==> config.mk <==
export PLATFORM = sky130hd
export DESIGN_NAME = hdlc_tx_ctrl
export DESIGN_NICKNAME = d
export VERILOG_FILES = /design/src/rtl/hdlc_pkg.sv /design/src/rtl/hdlc_zero_insert.sv /design/src/rtl/hdlc_tx_ctrl.sv
export SDC_FILE = /design/constraint.sdc
export NUM_CORES = 1
export LEC_CHECK = 0
export BUFFER_PORTS_ARGS = -buffer_cell sky130_fd_sc_hd__buf_4
export CAP_MARGIN = 20
export CELL_PAD_IN_SITES_DETAIL_PLACEMENT = 1
export CELL_PAD_IN_SITES_GLOBAL_PLACEMENT = 1
export CORE_UTILIZATION = 40
export DETAILED_ROUTE_END_ITERATION = 7
export HOLD_SLACK_MARGIN = 0.12
export PLACE_DENSITY_LB_ADDON = 0.08
export SLEW_MARGIN = 20
export SYNTH_ARGS = -nofsm -noshare
export SYNTH_HDL_FRONTEND = slang
export SYNTH_SLANG_ARGS = --single-unit
==> constraint.sdc <==
create_clock -name Clk -period 4.43 [get_ports Clk]
set_clock_uncertainty 0.2 [all_clocks]
set_input_delay 0.6645 -clock Clk [delete_from_list [all_inputs] [get_ports Clk]]
set_output_delay 0.6645 -clock Clk [all_outputs]
set_load 0.1 [all_outputs]
==> src/rtl/hdlc_pkg.sv <==
// Shared types and line-code constants for the HDLC transmit path.
package hdlc_pkg;

  typedef enum logic [2:0] {
    IDLE,
    START,
    DATA,
    END,
    ABORT
  } tx_state_t;

  localparam logic [7:0] HDLC_FLAG      = 8'h7E;
  localparam logic [7:0] HDLC_ABORT     = 8'hFE;
  localparam int         HDLC_STUFF_LEN = 5;

endpackage

==> src/rtl/hdlc_zero_insert.sv <==
// Consecutive-ones tracker for HDLC zero insertion; requests a stuffed 0
// once a full run of payload ones has been emitted.
module hdlc_zero_insert
  import hdlc_pkg::*;
(
  input  logic Clk,
  input  logic Rst,
  input  logic clr,
  input  logic bit_en,
  input  logic bit_val,
  input  logic stuff_en,
  output logic stall,
  output logic near_full
);

  logic [2:0] ones_cnt;

  always_ff @(posedge Clk or negedge Rst) begin
    if (!Rst) begin
      ones_cnt <= '0;
    end else if (clr || stuff_en) begin
      ones_cnt <= '0;
    end else if (bit_en) begin
      ones_cnt <= bit_val ? ones_cnt + 3'd1 : 3'd0;
    end
  end

  assign stall     = (ones_cnt == 3'(HDLC_STUFF_LEN));
  // One more payload 1 would complete a run; used to decide whether the
  // last byte still owes a stuffed zero before the closing flag.
  assign near_full = (ones_cnt == 3'(HDLC_STUFF_LEN - 1));

endmodule

==> src/rtl/hdlc_tx_ctrl.sv <==
// HDLC transmit sequencer: flag, zero-inserted payload from the Tx buffer,
// closing flag or abort pattern, one bit per clock on a registered line.
module hdlc_tx_ctrl
  import hdlc_pkg::*;
#(
  parameter int BUF_DEPTH = 128,
  parameter int ADDR_W    = 7
) (
  input  logic              Clk,
  input  logic              Rst,
  input  logic              Tx_Enable,
  input  logic [7:0]        Tx_FrameSize,
  input  logic              Tx_AbortFrame,
  input  logic [7:0]        Tx_Data,
  output logic              Tx_RdBuff,
  output logic [ADDR_W-1:0] Tx_RdAddr,
  output logic              Tx,
  output logic              Tx_ValidFrame,
  output logic              Tx_AbortedTrans,
  output logic              Tx_Done
);

  localparam logic [8:0] DEPTH9 = 9'(BUF_DEPTH);

  tx_state_t         state, state_nxt;
  logic [2:0]        bit_cnt, bit_cnt_nxt;
  logic [7:0]        byte_idx, byte_idx_nxt;
  logic [7:0]        size_r;
  logic [7:0]        shreg, shreg_nxt;
  logic [7:0]        hold;
  logic              rd_vld;
  logic [ADDR_W-1:0] rd_addr;
  logic              done_pend;

  logic       tx_bit, bit_en, stuff_en, rd_en, accept;
  logic       size_ok, abort_ok, last_byte;
  logic [8:0] next_byte;
  logic       stall, near_full;

  assign size_ok   = (Tx_FrameSize != 8'd0) && ({1'b0, Tx_FrameSize} <= DEPTH9);
  assign abort_ok  = Tx_AbortFrame && ((state == START) || (state == DATA));
  assign next_byte = {1'b0, byte_idx} + 9'd1;
  assign last_byte = (byte_idx == size_r - 8'd1);

  hdlc_zero_insert u_zero_insert (
    .Clk       (Clk),
    .Rst       (Rst),
    .clr       (state == START),
    .bit_en    (bit_en),
    .bit_val   (shreg[0]),
    .stuff_en  (stuff_en),
    .stall     (stall),
    .near_full (near_full)
  );

  always_comb begin
    state_nxt    = state;
    bit_cnt_nxt  = bit_cnt;
    byte_idx_nxt = byte_idx;
    shreg_nxt    = shreg;
    tx_bit       = 1'b1;
    bit_en       = 1'b0;
    stuff_en     = 1'b0;
    rd_en        = 1'b0;
    accept       = 1'b0;
    case (state)
      IDLE: begin
        if (Tx_Enable && size_ok) begin
          accept       = 1'b1;
          state_nxt    = START;
          bit_cnt_nxt  = 3'd0;
          byte_idx_nxt = 8'd0;
        end
      end
      START: begin
        tx_bit      = HDLC_FLAG[bit_cnt];
        rd_en       = (bit_cnt == 3'd0);
        bit_cnt_nxt = bit_cnt + 3'd1;
        if (bit_cnt == 3'd7) begin
          state_nxt = DATA;
          shreg_nxt = hold;
        end
      end
      DATA: begin
        if (stall) begin
          tx_bit   = 1'b0;
          stuff_en = 1'b1;
          // byte_idx == size_r only after the last byte has fully shifted
          if (byte_idx == size_r) state_nxt = END;
        end else begin
          tx_bit      = shreg[0];
          bit_en      = 1'b1;
          shreg_nxt   = {1'b0, shreg[7:1]};
          bit_cnt_nxt = bit_cnt + 3'd1;
          rd_en       = (bit_cnt == 3'd0) && (next_byte < {1'b0, size_r});
          if (bit_cnt == 3'd7) begin
            byte_idx_nxt = byte_idx + 8'd1;
            shreg_nxt    = hold;
            if (last_byte && !(near_full && shreg[0])) state_nxt = END;
          end
        end
      end
      END: begin
        tx_bit      = HDLC_FLAG[bit_cnt];
        bit_cnt_nxt = bit_cnt + 3'd1;
        if (bit_cnt == 3'd7) state_nxt = IDLE;
      end
      ABORT: begin
        tx_bit      = HDLC_ABORT[bit_cnt];
        bit_cnt_nxt = bit_cnt + 3'd1;
        if (bit_cnt == 3'd7) state_nxt = IDLE;
      end
      default: state_nxt = IDLE;
    endcase
    // The bit computed this cycle still goes out; the abort pattern follows.
    if (abort_ok) begin
      state_nxt   = ABORT;
      bit_cnt_nxt = 3'd0;
    end
  end

  always_ff @(posedge Clk or negedge Rst) begin
    if (!Rst) begin
      state           <= IDLE;
      bit_cnt         <= '0;
      byte_idx        <= '0;
      size_r          <= '0;
      shreg           <= '0;
      hold            <= '0;
      rd_vld          <= 1'b0;
      rd_addr         <= '0;
      done_pend       <= 1'b0;
      Tx              <= 1'b1;
      Tx_ValidFrame   <= 1'b0;
      Tx_AbortedTrans <= 1'b0;
      Tx_Done         <= 1'b0;
    end else begin
      state    <= state_nxt;
      bit_cnt  <= bit_cnt_nxt;
      byte_idx <= byte_idx_nxt;
      shreg    <= shreg_nxt;
      if (accept) size_r <= Tx_FrameSize;
      if (accept) begin
        rd_addr <= '0;
      end else if (rd_en) begin
        rd_addr <= rd_addr + 1'b1;
      end
      rd_vld <= rd_en;
      if (rd_vld) hold <= Tx_Data;
      Tx              <= tx_bit;
      Tx_ValidFrame   <= (state != IDLE);
      Tx_AbortedTrans <= abort_ok;
      done_pend       <= (state == END) && (bit_cnt == 3'd7);
      Tx_Done         <= done_pend;
    end
  end

  assign Tx_RdBuff = rd_en;
  assign Tx_RdAddr = rd_addr;

endmodule
==> results of run 1 <==
[cell usage after synthesis, types with 10 or more instances]
cell type,count,area [um^2]
ha_1,17,213
nor2_1,29,109
dfrtp_1,53,1330
xnor2_1,11,96.3
a21oi_1,16,80.1
mux2_2,17,191
nand3_1,12,60.1
mux2i_1,16,160
o21ai_0,10,50.1
inv_1,17,63.8
nand2_1,28,105
[worst max-delay path, delay by kind of cell, from the launching register on]
kind / cells / cell delay, ns
AO/OA/AOI/OAI: 2 / 0.36
XOR/XNOR: 1 / 0.19
adder cells (fa/ha/maj): 2 / 0.61
buffers and inverters: 1 / 0.36
flip-flops: 1 / 0.48
AND/OR/NAND/NOR: 3 / 0.81
[worst paths after layout]
path	end	slack, ns
max	Tx_RdBuff	0.46
min	Tx_Done	0.17
max reg2reg	Tx_RdAddr[1]	1.46
min reg2reg	Tx_Done	0.17
max in group asynchronous	done_pend	3.38
min in group asynchronous	size_r[0]	0.19
[report_power, final]
group / internal, W / leakage [nW] / switching [W]
logic: 0.000422 / 0.879 / 0.000635
clock network: 0.000118 / 0.0502 / 0.000179
registers: 0.000665 / 0.686 / 0.000204
[final cells by class]
class | count | area [um^2]
fillers | 922 | 4180
flip-flops and latches | 54 | 1350
multi-input cells | 241 | 1710
clock inverters | 3 | 28.8
well taps | 102 | 128
inverters | 17 | 63.8
repair buffers | 32 | 240
clock buffers | 5 | 68.8
[logic make-up (layout without fill, tap and decap cells)]
kind of cell             Yosys count  count (layout)  synth area share (%)
multiplexers                      33              33                  10.8
adder cells (fa/ha/maj)           17              17                  6.56
AND/OR/NAND/NOR                  115             115                  18.1
buffers and inverters             32              57                  5.71
AO/OA/AOI/OAI                     56              56                  11.6
XOR/XNOR                          20              20                  5.41
flip-flops                        54              54                  41.7
[through the flow]
| step | utilization [%] | cells | hold slack [ns] | instance area [um^2] | setup slack (ns) |
|---|---|---|---|---|---|
| 4_1_cts | 46.2 | 454 | 0.168 | 3580 | 0.418 |
| 5_1_grt | 46.2 | 454 | 0.169 | 3590 | 0.140 |
| 3_5_place_dp | 44.9 | 446 | 0.142 | 3490 | 0.811 |
| 6_report | 46.2 | 454 | 0.165 | 3590 | 0.456 |
| 2_1_floorplan | - | 327 | 0.131 | 3240 | 0.356 |
| 3_3_place_gp | 44.9 | 446 | 0.139 | 3490 | 0.920 |
[sequential cells by signal (all words and copies together) (netlist names), 3 cells and up]
register,flops
size_r,8
shreg,8
hold,8
u_zero_insert.ones_cnt,3
bit_cnt,3
byte_idx,8
state,3
Tx_RdAddr,7
[layout by cell type, fill, tap and decap left out, drive strengths merged, types with 3 or more instances in the layout]
cell / count
dfrtp: 53
buf: 32
nor2: 29
nand2: 28
inv: 18
mux2: 17
ha: 17
mux2i: 16
a21oi: 16
nand3: 12
o21ai: 12
xnor2: 11
nor3: 10
xor2: 9
nand2b: 9
a22o: 6
clkbuf: 5
nor3b: 5
nand3b: 4
nor4: 4
nand4: 4
o21a: 3
a31oi: 3
a22oi: 3
[routing by layer]
layer / track usage [%] / vias up / share of wire (%)
met4: 4.95 / 0 / 1.3
met5: 0 / - / 0
met3: 2.74 / 7 / 2.0
met2: 28.8 / 25 / 45
met1: 26.8 / 1191 / 51
li1: - / 1192 / -
==> flow_summary.toml, run 1 <==
[final_layout]
nNetsFinal = 388
syn2layout_area_growth_pct = 10.7
drive_gt1_share_pct = 18.5
antennaDiodeCount = 0

[run_status]
status = "complete, no violations"

[detailed_routing]
drt-initial-drc-count = 106
wirelength_um = 7270
drtPass1Iterations = 4
routedWlPerCell_um = 16.0
via_per_inst = 5.32
via_count = 2415
ant_nets = 0
drc_errors = 0

[critical_path]
crit_top_cell = "ha_1"
cp_max_fo = 6
path_class = "flop to output port"
crit_required_ns = 3.57
max_stage_delay_ns = 0.48
r2r-start = "byte_idx[1]"
arrival_ns = 3.11
crit_chain = "ha_1 -> nand3_1 -> xnor2_1 -> ha_1 -> a21oi_1 -> nor3b_1 -> a211oi_1 -> nor2_1 -> buf_4"
cp-end-kind = "output port"
critical_path.slowest_cell = "dfrtp_1"
start_kind = "flop"
rr_worst_depth = 9
cp-startpoint = "byte_idx[1]"

[clocking]
cts_setup_buffers = 0
cts_resized = 0
path_clk_slew_ns = 0.11
cts_root_buffer = "clkbuf_8"
clkLatencyLatePin_ns = 0.31
cts_buffer_depth = 2
clock-sinks = 54
numCtsBuffers = 5
hold_buffers = 0
cts_tree = "yes"
htree_levels = 2

[timing]
fin_setup_tns_ns = 0
setup_violations = 0
min_period_over_period_pct = 89.7
worstMarginPinSlew_ns = 0.795
slew_headroom_pct = 46.8
slew_violations = 0
hold_viol_final = 0
fmax_mhz = 252
fin_crit_ns = 3.97
rsz0062_at_grt = "no"

[min_path]
hold_start = "done_pend"
hold_depth = 0
hold_class = "flop to flop"

[yosys]
async_reset_ff_share_pct = 100
yosysWarningCount = 0
synth_seq_cells = 54
ys.flop_type = "dfrtp_1"
syn_avg_cell_area_um2 = 9.91
synth_area_um2 = 3240
netlist_instances = 327
ys_seq_area_share_pct = 41.7
synth_edf_count = 0
synth_fp_nets = 364
yosysUniqueCellTypes = 52

[flow_run]
drv_cap = 0

[pwr]
p_per_area_nw_per_um2 = 619
finalPower_w = 0.00222
ir_worst_vdd_v = 0.000446
leakage_nw = 1.61

[place]
gp_congestion = 0.798
hpwlAfterDp_um = 5500
numPortBuffers = 31

[grt]
grtUsageTotal_pct = 18.5
first_global_vias = 2464
antenna_found_initial = 0
grt_max_degree = 55
grt_pass1_wl_um = 12300
grt_overflow_total = 0

[floorplanning]
die_w_um = 92.0
num_rows = 32
core_region_area_um2 = 7770
die_height_um = 92.0
die-area_um2 = 8470
start_util_pct = 41.7
num_io_pins = 32
(Power assumes the default switching activity.)
==> run 2, diff against run 1 <==
--- a/config.mk
+++ b/config.mk
@@ -9,7 +9,8 @@
 export CAP_MARGIN = 20
 export CELL_PAD_IN_SITES_DETAIL_PLACEMENT = 1
 export CELL_PAD_IN_SITES_GLOBAL_PLACEMENT = 1
-export CORE_UTILIZATION = 40
+export CORE_UTILIZATION = 30
+export CTS_CLUSTER_SIZE = 28
 export DETAILED_ROUTE_END_ITERATION = 7
 export HOLD_SLACK_MARGIN = 0.12
 export PLACE_DENSITY_LB_ADDON = 0.08
==> run 2 against run 1 <==
Compared with the run above:
- sequential power grew 2%
- clock power grew 23%
- highest routed layer unchanged
- flip-flop and latch count is the same
- fmax grew 0.57%
- count of clock-buffer cells in the layout is the same
- combinational power is essentially flat
- worst hold slack gained 0.0034 ns
- global-route usage shrank 3.5 points
- sequential share of layout area shrank 0.57 points
- core utilization shrank 11 points
- via count shrank 0.70%
- critical path type unchanged
==> flow_summary.toml, run 2 (synthesis results as in run 1) <==
[critical_path]
path_class = "flop to output port"
crit_top_cell = "ha_1"
cp_max_fo = 6
cp-end-kind = "output port"
crit_required_ns = 3.57
arrival_ns = 3.09
max_stage_delay_ns = 0.48
crit_chain = "ha_1 -> nand3_1 -> xnor2_1 -> ha_1 -> a21oi_1 -> nor3b_1 -> a211oi_1 -> nor2_1 -> buf_4"
start_kind = "flop"
critical_path.slowest_cell = "dfrtp_1"

[floorplanning]
start_util_pct = 31.1
die_w_um = 106
die-area_um2 = 11200
die_height_um = 106
num_rows = 37
num_io_pins = 32
core_region_area_um2 = 10400

[clocking]
clkLatencyLatePin_ns = 0.32
clock-sinks = 54
htree_levels = 2
cts_tree = "yes"
cts_setup_buffers = 0
cts_resized = 0
hold_buffers = 0
path_clk_slew_ns = 0.11
cts_buffer_depth = 2
numCtsBuffers = 5
cts_root_buffer = "clkbuf_8"

[grt]
antenna_found_initial = 0
grt_pass1_wl_um = 13100
first_global_vias = 2483
grt_overflow_total = 0
grt_max_degree = 55
grtUsageTotal_pct = 15.0

[timing]
worstMarginPinSlew_ns = 0.798
setup_violations = 0
min_period_over_period_pct = 89.2
slew_violations = 0
fmax_mhz = 253
fin_crit_ns = 3.95
hold_viol_final = 0
rsz0062_at_grt = "no"
slew_headroom_pct = 46.6
fin_setup_tns_ns = 0
whs_ns = 0.168

[detailed_routing]
routedWlPerCell_um = 15.9
via_per_inst = 4.92
drt-initial-drc-count = 41
drtPass1Iterations = 4
ant_nets = 0
via_count = 2398
wirelength_um = 7720
drc_errors = 0

[final_layout]
drive_gt1_share_pct = 18.2
stdcell_area_um2 = 3640
nNetsFinal = 387
mostFrequentLayoutCells = "dfrtp_1 (53), buf_4 (31), nor2_1 (29), nand2_1 (28)"
layout_commonest_cell = "dfrtp_1"
syn2layout_area_growth_pct = 12.4
post-route-util_pct = 35.0
antennaDiodeCount = 0

[run_status]
status = "complete, no violations"

[place]
gp_congestion = 0.752
numPortBuffers = 31
hpwlAfterDp_um = 5740
placed_area_um2 = 3520

[min_path]
hold_class = "flop to flop"

[pwr]
p_per_area_nw_per_um2 = 627
finalPower_w = 0.00229
leakage_nw = 1.62
ir_worst_vdd_v = 0.000209

[flow_run]
drv_cap = 0
-- run 2: power by group --
part	switching, W	internal, W	total, W	leakage (nW)
clock	0.000191	0.000173	0.000364	0.0563
combinational	0.000618	0.000418	0.00104	0.874
sequential	0.000221	0.000664	0.000886	0.686
-- run 2: path summary, 6_finish.rpt --
path	slack, ns	endpoint	cells past startpoint	start
min in group asynchronous	0.18	hold[3]	1	Rst
max in group asynchronous	3.36	size_r[7]	1	Rst
worst max-delay path	0.48	Tx_RdBuff	9	byte_idx[1]
worst min register to register	0.17	Tx_Done	0	done_pend
worst max register to register	1.48	Tx_RdAddr[1]	9	byte_idx[1]
worst min-delay path	0.17	Tx_Done	0	done_pend
-- run 2: critical path, delay by kind of cell (launching register included) --
kind	cells	cell delay, ns
AO/OA/AOI/OAI	2	0.37
adder cells (fa/ha/maj)	2	0.60
AND/OR/NAND/NOR	3	0.78
XOR/XNOR	1	0.18
flip-flops	1	0.48
buffers and inverters	1	0.36
-- run 2: final cells by class --
type	instances	area, um^2
fill	1206	6770
multi-input combinational	241	1710
sequential	54	1350
timing repair buffer	31	233
tap	136	170
clock buffer	5	68.8
inverter	17	63.8
clock inverter	3	48.8
-- run 2: per-layer routing --
metal | part of all wire [%] | global-route usage [%] | wire (um) | vias up
met4 | 0.80 | 3.57 | 62 | 0
met1 | 51 | 20.7 | 3920 | 1175
li1 | - | - | - | 1188
met5 | 0 | 0 | 0 | -
met3 | 2.8 | 2.76 | 213 | 6
met2 | 46 | 24.2 | 3530 | 29
-- run 2: per-stage QoR --
| stage | std cells | setup WS [ns] |
|---|---|---|
| after floorplan | 327 | 0.356 |
| after detailed placement | 479 | 0.822 |
| after global routing | 487 | 0.172 |
| after CTS | 487 | 0.445 |
| after global placement | 479 | 0.912 |
| final | 487 | 0.478 |
==> run 3, diff against run 2 <==
--- a/config.mk
+++ b/config.mk
@@ -6,7 +6,7 @@
 export NUM_CORES = 1
 export LEC_CHECK = 0
 export BUFFER_PORTS_ARGS = -buffer_cell sky130_fd_sc_hd__buf_4
-export CAP_MARGIN = 20
+export CAP_MARGIN = 5
 export CELL_PAD_IN_SITES_DETAIL_PLACEMENT = 1
 export CELL_PAD_IN_SITES_GLOBAL_PLACEMENT = 1
 export CORE_UTILIZATION = 30
@@ -14,6 +14,7 @@
 export DETAILED_ROUTE_END_ITERATION = 7
 export HOLD_SLACK_MARGIN = 0.12
 export PLACE_DENSITY_LB_ADDON = 0.08
+export RECOVER_POWER = 50
 export SLEW_MARGIN = 20
 export SYNTH_ARGS = -nofsm -noshare
 export SYNTH_HDL_FRONTEND = slang
==> run 3 against run 2 <==
Compared with the run above:
- the flow now finishes with violations (capacitance limit, slew limit)
- first-iteration DRC count unchanged
- die area did not move
- core utilization hardly changed
- setup slack unchanged
- worst hold slack did not move
- wire length hardly changed
- cell area shrank 0.10%
- sequential share of layout area hardly changed
- cell count is the same
- via count did not move
- clock power about the same
- critical path depth unchanged
==> flow_summary.toml, run 3 (synthesis results as in run 1) <==
[clocking]
numCtsBuffers = 5
path_clk_slew_ns = 0.11
hold_buffers = 0
clkLatencyLatePin_ns = 0.32
cts_root_buffer = "clkbuf_8"
htree_levels = 2
cts_resized = 0
clock-sinks = 54
cts_buffer_depth = 2
cts_setup_buffers = 0
cts_tree = "yes"

[final_layout]
antennaDiodeCount = 0
layout_commonest_cell = "dfrtp_1"
drive_gt1_share_pct = 17.9
nNetsFinal = 387
mostFrequentLayoutCells = "dfrtp_1 (53), buf_4 (30), nor2_1 (29), nand2_1 (28)"
post-route-util_pct = 34.9
finalNonFillerCells = 487
syn2layout_area_growth_pct = 12.3

[floorplanning]
num_io_pins = 32
num_rows = 37
core_region_area_um2 = 10400
die-area_um2 = 11200
die_height_um = 106
start_util_pct = 31.1
die_w_um = 106

[place]
gp_congestion = 0.752
hpwlAfterDp_um = 5740
place_inst = 479
numPortBuffers = 31

[detailed_routing]
via_per_inst = 4.92
drt-initial-drc-count = 41
routedWlPerCell_um = 15.9
drc_errors = 0
ant_nets = 0
drtPass1Iterations = 4
via_count = 2398
wirelength_um = 7720

[min_path]
hold_depth = 0
hold_start = "done_pend"
hold_class = "flop to flop"
hold_path_end = "Tx_Done"

[grt]
grt_pass1_wl_um = 13100
antenna_found_initial = 0
grt_overflow_total = 0
grt_max_degree = 55
first_global_vias = 2483
grtUsageTotal_pct = 15.0

[flow_run]
drv_cap = 1

[critical_path]
max_stage_delay_ns = 0.48
path_class = "flop to output port"
crit_family = "simple AND/OR/NAND/NOR gates"
critical_path.slowest_cell = "dfrtp_1"
crit_top_cell = "ha_1"
start_kind = "flop"
cp-end-kind = "output port"
r2r-start = "byte_idx[1]"
arrival_ns = 3.09
rr_worst_depth = 9
r2r_slack_ns = 1.48
crit_buf_inv = 1
cp_max_fo = 6
crit_required_ns = 3.57
crit_chain = "ha_1 -> nand3_1 -> xnor2_1 -> ha_1 -> a21oi_1 -> nor3b_1 -> a211oi_1 -> nor2_1 -> buf_4"
worstReg2RegEnd = "Tx_RdAddr[1]"

[timing]
fmax_mhz = 253
worstMarginPinSlew_ns = 3.07
slew_headroom_pct = -104
fin_crit_ns = 3.95
setup_violations = 0
hold_viol_final = 0
fin_setup_tns_ns = 0
rsz0062_at_grt = "no"
min_period_over_period_pct = 89.2
slew_violations = 55

[run_status]
violations = "capacitance limit, slew limit"
status = "complete, but fails checks"

[pwr]
ir_worst_vdd_v = 0.000209
p_per_area_nw_per_um2 = 628
leakage_nw = 1.61
==> run 3: cell types whose count changed in the layout (fill, tap and decap cells not counted) <==
| cell | change |
|---|---|
| buf_4 | -1 |
| clkbuf_1 | +1 |
==> run 3: power breakdown <==
group,internal [W],switching (W),total (W)
clock,0.000173,0.000191,0.000364
sequential,0.000664,0.000221,0.000886
combinational,0.000417,0.000618,0.00104
total,0.00125,0.00103,0.00228
==> run 3: final cells by class <==
type	instances	area, um^2
Fill cell	1206	6780
Multi-Input combinational cell	241	1710
Sequential cell	54	1350
Timing Repair Buffer	31	229
Tap cell	136	170
Clock buffer	5	68.8
Inverter	17	63.8
Clock inverter	3	48.8
==> run 3: stage by stage <==
stage / hold slack (ns) / setup WS [ns] / area, um^2 / power (W)
5_1_grt: 0.194 / 0.172 / 3640 / 0.00248
4_1_cts: 0.172 / 0.445 / 3640 / 0.00233
3_5_place_dp: 0.146 / 0.822 / 3520 / 0.00196
6_report: 0.168 / 0.478 / 3640 / 0.00228
3_3_place_gp: 0.138 / 0.912 / 3520 / 0.00194
2_1_floorplan: 0.131 / 0.356 / 3240 / 0.00171
==> run 3: how the worst max path moves through the flow <==
stage                     slack, ns        start  cells past startpoint        end
after floorplan                0.36  byte_idx[1]                      8  Tx_RdBuff
after global placement         0.91  byte_idx[1]                      9  Tx_RdBuff
after detailed placement       0.82  byte_idx[1]                      9  Tx_RdBuff
after CTS                      0.45  byte_idx[1]                      9  Tx_RdBuff
after global routing           0.17  byte_idx[1]                      9  Tx_RdBuff
final                          0.48  byte_idx[1]                      9  Tx_RdBuff
==> run 3: routing by layer <==
layer	vias to the layer above	GRT usage (%)	wire length, um
met2	29	24.2	3530
met4	0	3.57	62
met3	6	2.76	212
li1	1188	-	-
met5	-	0	0
met1	1175	20.7	3910
